`config.mk`:
```
export PLATFORM = sky130hd
export DESIGN_NAME = hr_window_ctrl
export DESIGN_NICKNAME = d
export VERILOG_FILES = /design/src/rtl/hr_window_ctrl.sv
export SDC_FILE = /design/constraint.sdc
export NUM_CORES = 1
export LEC_CHECK = 0
export CAP_MARGIN = 20
export CORE_ASPECT_RATIO = 0.75
export CORE_UTILIZATION = 38
export CTS_BUF_LIST = sky130_fd_sc_hd__clkbuf_2 sky130_fd_sc_hd__clkbuf_4 sky130_fd_sc_hd__clkbuf_8
export DETAILED_ROUTE_END_ITERATION = 6
export SLEW_MARGIN = 20
export SYNTH_ARGS = -nofsm -noshare
export SYNTH_HDL_FRONTEND = slang
export SYNTH_SLANG_ARGS = --single-unit
```
`constraint.sdc`:
```
create_clock -name clk -period 8.8 [get_ports clk]
set_clock_uncertainty 0.05 [all_clocks]
set_input_delay 1.76 -clock clk [delete_from_list [all_inputs] [get_ports clk]]
set_output_delay 1.76 -clock clk [all_outputs]
set_load 0.005 [all_outputs]
```
`src/rtl/hr_window_ctrl.sv`:
```
// Heart-rate measurement window sequencer: counts beats over a tick-based window,
// publishes a saturated BPM figure and raises a sticky alarm on missing beats.
module hr_window_ctrl #(
    parameter int WINDOW_TICKS  = 10000,
    parameter int TIMEOUT_TICKS = 3000,
    parameter int BPM_MULT      = 6,
    parameter int CNT_W         = 8
) (
    input  logic             clk,
    input  logic             rst_n,
    input  logic             tick,
    input  logic             start,
    input  logic             stop,
    input  logic             cont,
    input  logic             beat,
    input  logic             clear_late,
    output logic             busy,
    output logic             bpm_valid,
    output logic [CNT_W-1:0] bpm,
    output logic             time_late
);

    localparam int WIN_W  = (WINDOW_TICKS  > 1) ? $clog2(WINDOW_TICKS)  : 1;
    localparam int GAP_W  = (TIMEOUT_TICKS > 1) ? $clog2(TIMEOUT_TICKS) : 1;
    localparam int PROD_W = CNT_W + 4;

    localparam logic [WIN_W-1:0]  WIN_LAST = WIN_W'(WINDOW_TICKS - 1);
    localparam logic [GAP_W-1:0]  GAP_LAST = GAP_W'(TIMEOUT_TICKS - 1);
    localparam logic [CNT_W-1:0]  CNT_MAX  = '1;
    localparam logic [PROD_W-1:0] MULT_C   = PROD_W'(BPM_MULT);

    typedef enum logic [1:0] {
        S_IDLE,
        S_MEASURE,
        S_REPORT
    } state_t;

    state_t              r_state;
    state_t              w_state_nxt;
    logic [WIN_W-1:0]    r_win_cnt;
    logic [GAP_W-1:0]    r_gap_cnt;
    logic [CNT_W-1:0]    r_beat_cnt;
    logic                r_busy;
    logic                r_bpm_valid;
    logic [CNT_W-1:0]    r_bpm;
    logic                r_time_late;

    logic                w_meas;
    logic                w_load;
    logic                w_win_end;
    logic                w_timeout;
    logic                w_beat_inc;
    logic [CNT_W-1:0]    w_beat_total;
    logic [PROD_W-1:0]   w_prod;

    function automatic logic [CNT_W-1:0] sat_bpm(input logic [PROD_W-1:0] prod);
        if (prod > {4'b0000, CNT_MAX})
            return CNT_MAX;
        return prod[CNT_W-1:0];
    endfunction

    always_ff @(posedge clk or negedge rst_n) begin
        if (!rst_n)
            r_state <= S_IDLE;
        else
            r_state <= w_state_nxt;
    end

    // REPORT lasts one cycle and ignores tick, so continuous mode drops one tick per window.
    always_comb begin
        w_state_nxt = r_state;
        w_load      = 1'b0;
        w_win_end   = 1'b0;
        case (r_state)
            S_IDLE: begin
                if (start) begin
                    w_state_nxt = S_MEASURE;
                    w_load      = 1'b1;
                end
            end
            S_MEASURE: begin
                if (stop) begin
                    w_state_nxt = S_IDLE;
                end else if (tick && (r_win_cnt == WIN_LAST)) begin
                    w_state_nxt = S_REPORT;
                    w_win_end   = 1'b1;
                end
            end
            S_REPORT: begin
                if (cont) begin
                    w_state_nxt = S_MEASURE;
                    w_load      = 1'b1;
                end else begin
                    w_state_nxt = S_IDLE;
                end
            end
            default: w_state_nxt = S_IDLE;
        endcase
    end

    assign w_meas       = (r_state == S_MEASURE);
    assign w_timeout    = w_meas && tick && !beat && (r_gap_cnt == GAP_LAST);
    assign w_beat_inc   = w_meas && beat && (r_beat_cnt != CNT_MAX);
    // A beat on the closing tick is folded into the published result.
    assign w_beat_total = r_beat_cnt + CNT_W'(w_beat_inc);
    assign w_prod       = PROD_W'(w_beat_total) * MULT_C;

    always_ff @(posedge clk or negedge rst_n) begin
        if (!rst_n) begin
            r_win_cnt  <= '0;
            r_gap_cnt  <= '0;
            r_beat_cnt <= '0;
        end else if (w_load) begin
            r_win_cnt  <= '0;
            r_gap_cnt  <= '0;
            r_beat_cnt <= '0;
        end else if (w_meas) begin
            if (tick && (r_win_cnt != WIN_LAST))
                r_win_cnt <= r_win_cnt + WIN_W'(1);
            if (beat || w_timeout)
                r_gap_cnt <= '0;
            else if (tick)
                r_gap_cnt <= r_gap_cnt + GAP_W'(1);
            if (w_beat_inc)
                r_beat_cnt <= r_beat_cnt + CNT_W'(1);
        end
    end

    always_ff @(posedge clk or negedge rst_n) begin
        if (!rst_n) begin
            r_busy      <= 1'b0;
            r_bpm_valid <= 1'b0;
            r_bpm       <= '0;
            r_time_late <= 1'b0;
        end else begin
            r_busy      <= (w_state_nxt != S_IDLE);
            r_bpm_valid <= w_win_end;
            if (w_win_end)
                r_bpm <= sat_bpm(w_prod);
            if (w_timeout)
                r_time_late <= 1'b1;
            else if (clear_late || (w_load && (r_state == S_IDLE)))
                r_time_late <= 1'b0;
        end
    end

    assign busy      = r_busy;
    assign bpm_valid = r_bpm_valid;
    assign bpm       = r_bpm;
    assign time_late = r_time_late;

endmodule

```
==> results by group <==
Worst hold path
  – Hold Path Class: flop to flop

Floorplan
  – Width of the die: 100.3 µm
  – Io pins: 19
  – Row count: 26
  – Die ar.: 7598 µm²
  – Area of the core: 6897 µm²
  – Initial cell density of the core: 39.95%
  – Die Y-Extent: 75.74 µm

Power
  – Net Sw Power: 0.0001315 W
  – Post-layout power: 0.0004718 W
  – Worst vdd ir: 0.06449 mV
  – PD cells: 152.1 nW/µm²
  – Pint: 0.0003403 W
  – Clock power frac: 33.5%
  – Logic pwr share: ~15%
  – Leakage power: 1.356 nW
  – Switch share: 27.87%
  – Flop pwr share: between 50% and 60%

Drt
  – Metal2 WL: 2199 µm
  – DR pass1 iterations: 4
  – Routed vias: 2074
  – Wire length on met1: just under 3000 µm
  – Metal3 WL: 247 µm
  – Initial DRC count: 83
  – Avg WL per Cell: 13.72 µm
  – Top routing layer used: met4
  – ANT nets after route: 0
  – DRC violations left: 0
  – Total Wirelength: approximately 5500 µm
  – DR vias/cell: 5.211

STA
  – Fin. Hold Viols: 0
  – Fin Setup TNS: 0 ns
  – Fin crit share: 58.52%
  – Slew HR: 50.70%
  – Final Max Tran Viols: 0
  – Worst-margin pin slew: 0.7327 ns
  – Crit path time final: 5.149 ns
  – Top achievable clock speed: between 150 and 200 MHz
  – RSZ-0062 raised after global routing: no
  – Setup-failing EPs final: 0

Synth
  – EDFF count, synth: 0
  – Synth cell types: 56
  – Leading area contributor after synthesis: dfrtp_1
  – Async S/R FF share, synth: 100.0%
  – Share of the synthesized area in the top cell type: a little over two fifths
  – Synth Instances: 287
  – Register area share after synthesis: between 40% and 50%
  – Syn Nets: 307
  – Yosys reg bits: 47
  – Primary FF master, synth: dfrtp_1
  – Ys Warns: 0
  – Syn Std Cell Area: 2755 µm²
  – Syn Area/Cell: 9.600 µm²
  – Synth area leaders: dfrtp_1, xor2_1, nor2_1

Cells and area
  – # diodes: 0
  – Share of cells above drive strength 1: roughly 7.7%
  – Most frequent cells in the layout: dfrtp_1, nor2_1, xor2_1
  – Final nets: 320
  – Final Cell Area: a little over 3000 µm²
  – Area Overhead vs Synth: 12.63%
  – Commonest non-fill, non-tap cell in the layout: dfrtp_1
  – # fillers: 690

Global routing
  – Pin count of the biggest net entering global routing: 48
  – First-pass GRT wire length: approximately 9600 µm
  – Vias in the first global route: 1979
  – Initial antenna violation count: 0
  – Gr ovfl total: 0
  – All-layer global routing usage: 16.32%

Clock network
  – Clk sink count: 47
  – CTS tree: built
  – Postcts setup bufs: 0
  – CTS Buf Count: 5
  – Cts hold-fix bufs: 0
  – Htree depth: 2
  – Clock Path Buffers: 2
  – Skew-Pair Late Insertion Delay: ~0.31 ns
  – Root Driver: clkbuf_8
  – Post_cts resized: 0
  – Reg clk slew, reported paths: 0.09 ns

Place
  – Post-DP Area: 2994 µm²
  – PortBufs: 18
  – Hpwl dp: slightly below 4000 µm
  – GPL Wtd Cong: 0.8176

Outcome
  – Run status: completed

Setup path
  – Cell chain of the critical path: clkdlybuf4s50_1 -> o211a_1 -> ha_1 -> ha_1 -> xor2_1 -> ha_1 -> a21oi_1 -> o211ai_1 -> a21o_1 -> a221o_2 -> o22a_1
  – Critical path's largest stage delay: 0.55 ns
  – CP endpoint kind: flop
  – Startpoint Class: input port
  – Critical Path RT: 8.95 ns
  – Slowest CP cell: clkdlybuf4s50_1
  – Top cell by count, worst path: ha_1
  – CP max FO: 8
  – Crit Path Class: input port to flop
  – CP arrival: 5.30 ns

Flow run
  – Maxcap violations: 0
synthesized netlist by cell type, drive strengths merged (2+ instances only):
library cell  instances
o211ai                3
and2                  3
and4                  2
o31ai                 3
o21a                  2
o21bai                2
nor2                 39
nor3                  2
buf                   7
nand3b                2
mux2i                 2
o22a                  7
nand4                13
a22oi                 2
a21o                  3
dfrtp                47
a21oi                 8
nand3                16
clkbuf                6
or3b                  2
o21ai                12
nand2                22
xnor2                11
inv                   3
xor2                 24
nor2b                 3
nor4                  3
and3                  5
nand2b                4
ha                   11
or2                   2
flip-flops by register name, summed over array words and instances (netlist names):
register / flops
bpm_valid: 1
busy: 1
r_beat_cnt: 8
r_gap_cnt: 12
r_win_cnt: 14
time_late: 1
r_state: 2
bpm: 8
final cells by class:
cell class	instances	area [µm²]	share of cell area (%)
well taps	98	122.6	3.952
flip-flops and latches	47	1176	37.90
clock buffers	5	68.82	2.218
repair buffers	19	185.2	5.968
multi-input cells	224	1501	48.39
inverters	3	11.26	0.3629
clock inverters	2	37.54	1.210
critical path, delay by kind of cell:
family | cells | cell delay (ns)
AO/OA/AOI/OAI | 6 | 1.54
adder cells (fa/ha/maj) | 3 | 0.92
buffers and inverters | 1 | 0.55
XOR/XNOR | 1 | 0.50
layer usage:
metal | track usage [%] | vias up
li1 | - | 1040
met1 | 23.57 | 990
met2 | 23.97 | 34
met3 | 3.670 | 10
met4 | 6.119 | 0
met5 | 0 | -
power groups by stage:
stage	combinational [W]	clock, W	sequential (W)
3_5_place_dp	0.0000722	0	0.000246
2_1_floorplan	0.0000527	0	0.000241
4_1_cts	0.0000730	0.000166	0.000242
3_3_place_gp	0.0000711	0	0.000246
5_1_grt	0.0000831	0.000174	0.000245
6_report	0.0000714	0.000158	0.000242
cells by family (layout without fill, tap and decap cells):
logic type                 after synthesis  count (layout)  share of synthesized area, %
xor gates and xnor gates                35              35                         11.13
DFF                                     47              47                         42.69
muxes                                    3               3                         1.135
adders and majority gates               12              12                         5.722
buffers and inverters                   16              29                         2.815
and+or+nand+nor                        126             126                         24.02
AOI/OAI and AO/OA                       48              48                         12.49
through the flow:
stage,setup slack [ns],std cells,util (%),hold slack [ns]
after global placement,3.458,391,43.41,0.4287
after floorplan,4.168,287,-,0.4153
after CTS,3.659,398,44.96,0.4578
after global routing,3.364,398,44.99,0.4788
final,3.651,398,44.99,0.4486
after detailed placement,3.329,391,43.41,0.4371
final timing paths:
| path | cells after the start | from | to | slack (ns) |
|---|---|---|---|---|
| min in group asynchronous | 1 | rst_n | r_gap_cnt[0] | 1.40 |
| hold reg to reg | 1 | bpm[0] | bpm[0] | 0.45 |
| hold / removal | 1 | bpm[0] | bpm[0] | 0.45 |
| setup / recovery | 11 | beat | bpm[1] | 3.65 |
| max in group asynchronous | 1 | rst_n | r_win_cnt[9] | 6.89 |
| setup reg to reg | 12 | r_beat_cnt[1] | bpm[1] | 4.84 |
(Power assumes the default switching activity.)
==> patch 1 (config.mk and constraints unchanged) <==
The parameter `TIMEOUT_TICKS` goes from 3000 to 6000.
--- a/src/rtl/hr_window_ctrl.sv
+++ b/src/rtl/hr_window_ctrl.sv
@@ -3,5 +3,5 @@
 module hr_window_ctrl #(
     parameter int WINDOW_TICKS  = 10000,
-    parameter int TIMEOUT_TICKS = 3000,
+    parameter int TIMEOUT_TICKS = 6000,
     parameter int BPM_MULT      = 6,
     parameter int CNT_W         = 8
Check against the original RTL: no difference found for any inputs over 10 cycles, from zero or initial values and one cycle with rst_n low; that may be too few to reach the edited logic, so the function may still have changed.
==> patch 1 against the original RTL <==
Wire length grew 3.5%; via count grew 1.5%; critical endpoint is now bpm[4]; setup slack gained 120 ps; area after synthesis grew 0.91%; cell area grew 2.3%; non-clock buffer count grew 1; utilization grew 0.82 points; sequential cell count grew 1; maximum frequency grew 2.4%; largest cell class unchanged; synthesized cell count grew 1.0%; power grew 0.44%.
==> patch 1: results (changes against the original RTL) <==
met2_length_um: 2340  # was 2200 µm
p_leak_nw: 1.35  # was 1.36 nW
use_met1: 0.249  # was 0.236
wl_met3_um: 182  # was 247 µm
grt_max_degree: 49  # was 48
gp_congestion: 0.809  # was 0.818
grtUsageMet3: 0.0321  # was 0.0367
placed_cells: 399  # was 391
synth_compound_area_frac: 0.142  # was 0.125
cpPeakStageDelay_ps: 590  # was 550 ps
placed_area_um2: 3060  # was 2990 µm²
synth-xor-area-share: 0.100  # was 0.111
clkTransAtPathRegs_ps: 80
stdcell_count: 407  # was 398
max_slew.worst_pin.slew_ps: 773  # was 733 ps
antenna_found_initial: 0  # unchanged
p_clk_frac: 0.339  # was 0.335
largest_register_ffs: 14  # unchanged
power_frac_comb: 0.150
num_vias: 2105  # was 2074
netSwitchingPower_uw: 129  # was 131 µW
post_cts_buffers: 0  # unchanged
met2_usage: 0.225  # was 0.240
power.density_nw_per_um2: 149  # was 152 nW/µm²
reg.largest.list: "r_win_cnt x14, r_gap_cnt x13"  # was r_win_cnt x14, r_gap_cnt x12
clock_latency_ps: 300
post-place-ws_ps: 3500  # was 3330 ps
synth_nets: 310  # was 307
wl_met1_um: 3080  # was 2920 µm
grt_pass1_wl_um: 9740  # was 9560 µm
yosysSeqAreaShare: 0.432  # was 0.427
ys_types: 51  # was 56
arrival_ps: 5210  # was 5300 ps
synth_area_leaders: "dfrtp_1 43%, xnor2_1 5.0%, ha_1 5.0%, nor2_1 4.6%, xor2_1 4.4%"  # was dfrtp_1 43%, xor2_1 7.6%, nor2_1 5.3%, ha_1 5.0%, xnor2_1 3.5%
path_delay_family: "compound AO/OA/AOI/OAI gates"  # unchanged
synth_common_cells: "48 x dfrtp_1, 34 x nor2_1, 20 x nand2_1"  # was 47 x dfrtp_1, 39 x nor2_1, 24 x xor2_1
fillers: 668  # was 690
dr.max_layer_used: "met4"  # unchanged
yosys-mux-area-fraction: 0.0113  # was 0.0114
drive_above_1_share: 0.0680  # was 0.0767
detailed_place_hpwl_um: 4020  # was 3870 µm
ir_drop_mv: 0.0806  # was 0.0645 mV
cts_buffers: 5  # unchanged
grt_pass1_vias: 1937  # was 1979
grt_usage: 0.160  # was 0.163
synthAdderAreaFrac: 0.0567  # was 0.0572
min_path_type: "register to register"  # unchanged
wl_per_cell_um: 13.9  # was 13.7 µm
nets: 328  # was 320
synthCells: 290  # was 287
crit_fanout: 8  # unchanged
drtIter0Drc: 70  # was 83
p_int_uw: 345  # was 340 µW
postCtsHoldBufs: 0  # unchanged
outcome: "finished clean"  # unchanged
io_buffers: 18  # unchanged
[patch 1: final cells by class]
cell class,instances,share of cell area
inverters,7,0.00828
well taps,98,0.0386
clock buffers,6,0.0240
multi-input cells,226,0.480
repair buffers,20,0.0599
flip-flops and latches,48,0.378
clock inverters,2,0.0110
[patch 1: path summary, 6_finish.rpt]
check,slack (ps),to,startpoint,cells after the start
max in group asynchronous,6780,r_beat_cnt[2],rst_n,2
hold reg to reg,440,bpm[0],bpm[0],1
setup reg to reg,5040,bpm[4],r_beat_cnt[1],15
setup / recovery,3770,bpm[4],beat,14
min in group asynchronous,1500,r_win_cnt[6],rst_n,2
hold / removal,440,bpm[0],bpm[0],1
[patch 1: kinds of logic after synthesis]
| logic type | after synthesis |
|---|---|
| multiplexers | 3 |
| flip-flops | 48 |
| XOR/XNOR | 31 |
| AO/OA/AOI/OAI | 55 |
| AND/OR/NAND/NOR | 125 |
| adder cells (fa/ha/maj) | 12 |
| buffers and inverters | 16 |
==> patch 2 (config.mk and constraints unchanged) <==
Without the edit above. Add an input register stage for `tick`, `start`, `stop`, `cont`, `beat` and `clear_late`, without a reset; this delays them by one clock. Comments in the files are not updated.
--- a/src/rtl/hr_window_ctrl.sv
+++ b/src/rtl/hr_window_ctrl.sv
@@ -35,4 +35,20 @@
         S_REPORT
     } state_t;
+
+    logic tick_q;
+    logic start_q;
+    logic stop_q;
+    logic cont_q;
+    logic beat_q;
+    logic clear_late_q;
+
+    always_ff @(posedge clk) begin
+        tick_q       <= tick;
+        start_q      <= start;
+        stop_q       <= stop;
+        cont_q       <= cont;
+        beat_q       <= beat;
+        clear_late_q <= clear_late;
+    end
 
     state_t              r_state;
@@ -74,5 +90,5 @@
         case (r_state)
             S_IDLE: begin
-                if (start) begin
+                if (start_q) begin
                     w_state_nxt = S_MEASURE;
                     w_load      = 1'b1;
@@ -80,7 +96,7 @@
             end
             S_MEASURE: begin
-                if (stop) begin
+                if (stop_q) begin
                     w_state_nxt = S_IDLE;
-                end else if (tick && (r_win_cnt == WIN_LAST)) begin
+                end else if (tick_q && (r_win_cnt == WIN_LAST)) begin
                     w_state_nxt = S_REPORT;
                     w_win_end   = 1'b1;
@@ -88,5 +104,5 @@
             end
             S_REPORT: begin
-                if (cont) begin
+                if (cont_q) begin
                     w_state_nxt = S_MEASURE;
                     w_load      = 1'b1;
@@ -100,6 +116,6 @@
 
     assign w_meas       = (r_state == S_MEASURE);
-    assign w_timeout    = w_meas && tick && !beat && (r_gap_cnt == GAP_LAST);
-    assign w_beat_inc   = w_meas && beat && (r_beat_cnt != CNT_MAX);
+    assign w_timeout    = w_meas && tick_q && !beat_q && (r_gap_cnt == GAP_LAST);
+    assign w_beat_inc   = w_meas && beat_q && (r_beat_cnt != CNT_MAX);
     // A beat on the closing tick is folded into the published result.
     assign w_beat_total = r_beat_cnt + CNT_W'(w_beat_inc);
@@ -116,9 +132,9 @@
             r_beat_cnt <= '0;
         end else if (w_meas) begin
-            if (tick && (r_win_cnt != WIN_LAST))
+            if (tick_q && (r_win_cnt != WIN_LAST))
                 r_win_cnt <= r_win_cnt + WIN_W'(1);
-            if (beat || w_timeout)
+            if (beat_q || w_timeout)
                 r_gap_cnt <= '0;
-            else if (tick)
+            else if (tick_q)
                 r_gap_cnt <= r_gap_cnt + GAP_W'(1);
             if (w_beat_inc)
@@ -140,5 +156,5 @@
             if (w_timeout)
                 r_time_late <= 1'b1;
-            else if (clear_late || (w_load && (r_state == S_IDLE)))
+            else if (clear_late_q || (w_load && (r_state == S_IDLE)))
                 r_time_late <= 1'b0;
         end
Check against the original RTL: not equivalent (Yosys sat finds a counterexample within 4 cycles, from zero or initial values and one cycle with rst_n low).
==> patch 2 against the original RTL <==
Sequential cell count up 6; largest cell class unchanged; largest power group unchanged; cell count increased by 2.8%; wire length shrank 0.33%; critical endpoint is now bpm[2]; power is 2.1% higher; critical path type is now register to register; non-clock buffer count unchanged; cell area up 3.6%; setup slack gained 1200 ps; area after synthesis rose by 4.5%.
==> patch 2: results (changes against the original RTL) <==
yosysSeqAreaShare: 0.450  # was 0.427
grt_usage: 0.156  # was 0.163
p_leak_nw: 1.39  # was 1.36 nW
num_vias: 2084  # was 2074
path_delay_family: "compound AO/OA/AOI/OAI gates"  # unchanged
ys_types: 57  # was 56
synth_area_leaders: "dfrtp_1 41%, xor2_1 7.3%, nor2_1 5.2%, ha_1 4.8%, dfxtp_1 4.2%"  # was dfrtp_1 43%, xor2_1 7.6%, nor2_1 5.3%, ha_1 5.0%, xnor2_1 3.5%
crit_fanout: 8  # unchanged
cts_resized: 0  # unchanged
ir_drop_mv: 0.0720  # was 0.0645 mV
placed_area_um2: 3120  # was 2990 µm²
crit_start: "r_beat_cnt[1]"  # was beat
hold_depth: 1  # unchanged
ys_warn_count: 0  # unchanged
max_slew.worst_pin.slew_ps: 607  # was 733 ps
seqPwrFrac: 0.563  # was 0.514
wl_per_cell_um: 13.3  # was 13.7 µm
synth_common_cells: "47 x dfrtp_1, 40 x nor2_1, 24 x xor2_1"  # was 47 x dfrtp_1, 39 x nor2_1, 24 x xor2_1
p_clk_uw: 141  # was 158 µW
worstSetupPathType: "register to register"  # was primary input to register
cpPeakStageDelay_ps: 510  # was 550 ps
cts-root-buf: "clkbuf_8"  # unchanged
outcome: "finished clean"  # unchanged
grt_pass1_vias: 2047  # was 1979
drive_above_1_share: 0.0779  # was 0.0767
gp_congestion: 0.773  # was 0.818
post_cts_buffers: 0  # unchanged
h-tree-depth: 2  # unchanged
cts_buffers: 5  # unchanged
syn_avg_cell_area_um2: 9.80  # was 9.60 µm²
synthFlopType: "dfrtp_1"  # unchanged
stdcell_count: 409  # was 398
grt_pass1_wl_um: 9670  # was 9560 µm
synthArstFlopShare: 0.887  # was 1.00
critPathSlowestCell: "xor2_1"  # was clkdlybuf4s50_1
finalCritPeriodShare: 0.444  # was 0.585
dr.pass1.iters: 4  # unchanged
clock_path_buffers: 2  # unchanged
detailed_place_hpwl_um: 3870  # about the same
placed_cells: 401  # was 391
pg_seq_uw: 271  # was 242 µW
r2r_end: "bpm[2]"  # was bpm[1]
antenna_cells: 0  # unchanged
hold_end: "bpm[0]"  # unchanged
clkTransAtPathRegs_ps: 90  # about the same
drtIter0Drc: 68  # was 83
nets: 327  # was 320
whs_ps: 458  # was 449 ps
arrival_ps: 4050  # was 5300 ps
p_int_uw: 344  # was 340 µW
synth_nets: 314  # was 307
-- patch 2: logic make-up after synthesis --
family / Yosys count / share of synthesized area
buffers and inverters: 16 / 0.0274
xor gates and xnor gates: 35 / 0.106
AOI/OAI and AO/OA: 47 / 0.116
adders and majority gates: 12 / 0.0547
DFF: 53 / 0.450
muxes: 3 / 0.0109
and+or+nand+nor: 128 / 0.235
-- patch 2: layout make-up --
| class | instances | area [µm²] |
|---|---|---|
| multi-input combinational | 225 | 1510 |
| tap | 101 | 126 |
| sequential | 53 | 1300 |
| clock inverter | 2 | 15.0 |
| timing repair buffer | 19 | 185 |
| inverter | 3 | 11.3 |
| clock buffer | 6 | 76.3 |
| fill | 730 | 4120 |
-- patch 2: metal layers --
layer | wire, µm | GRT usage
met5 | 0 | 0
met4 | 31 | 0.0514
met1 | 2900 | 0.227
met3 | 113 | 0.0297
met2 | 2400 | 0.229
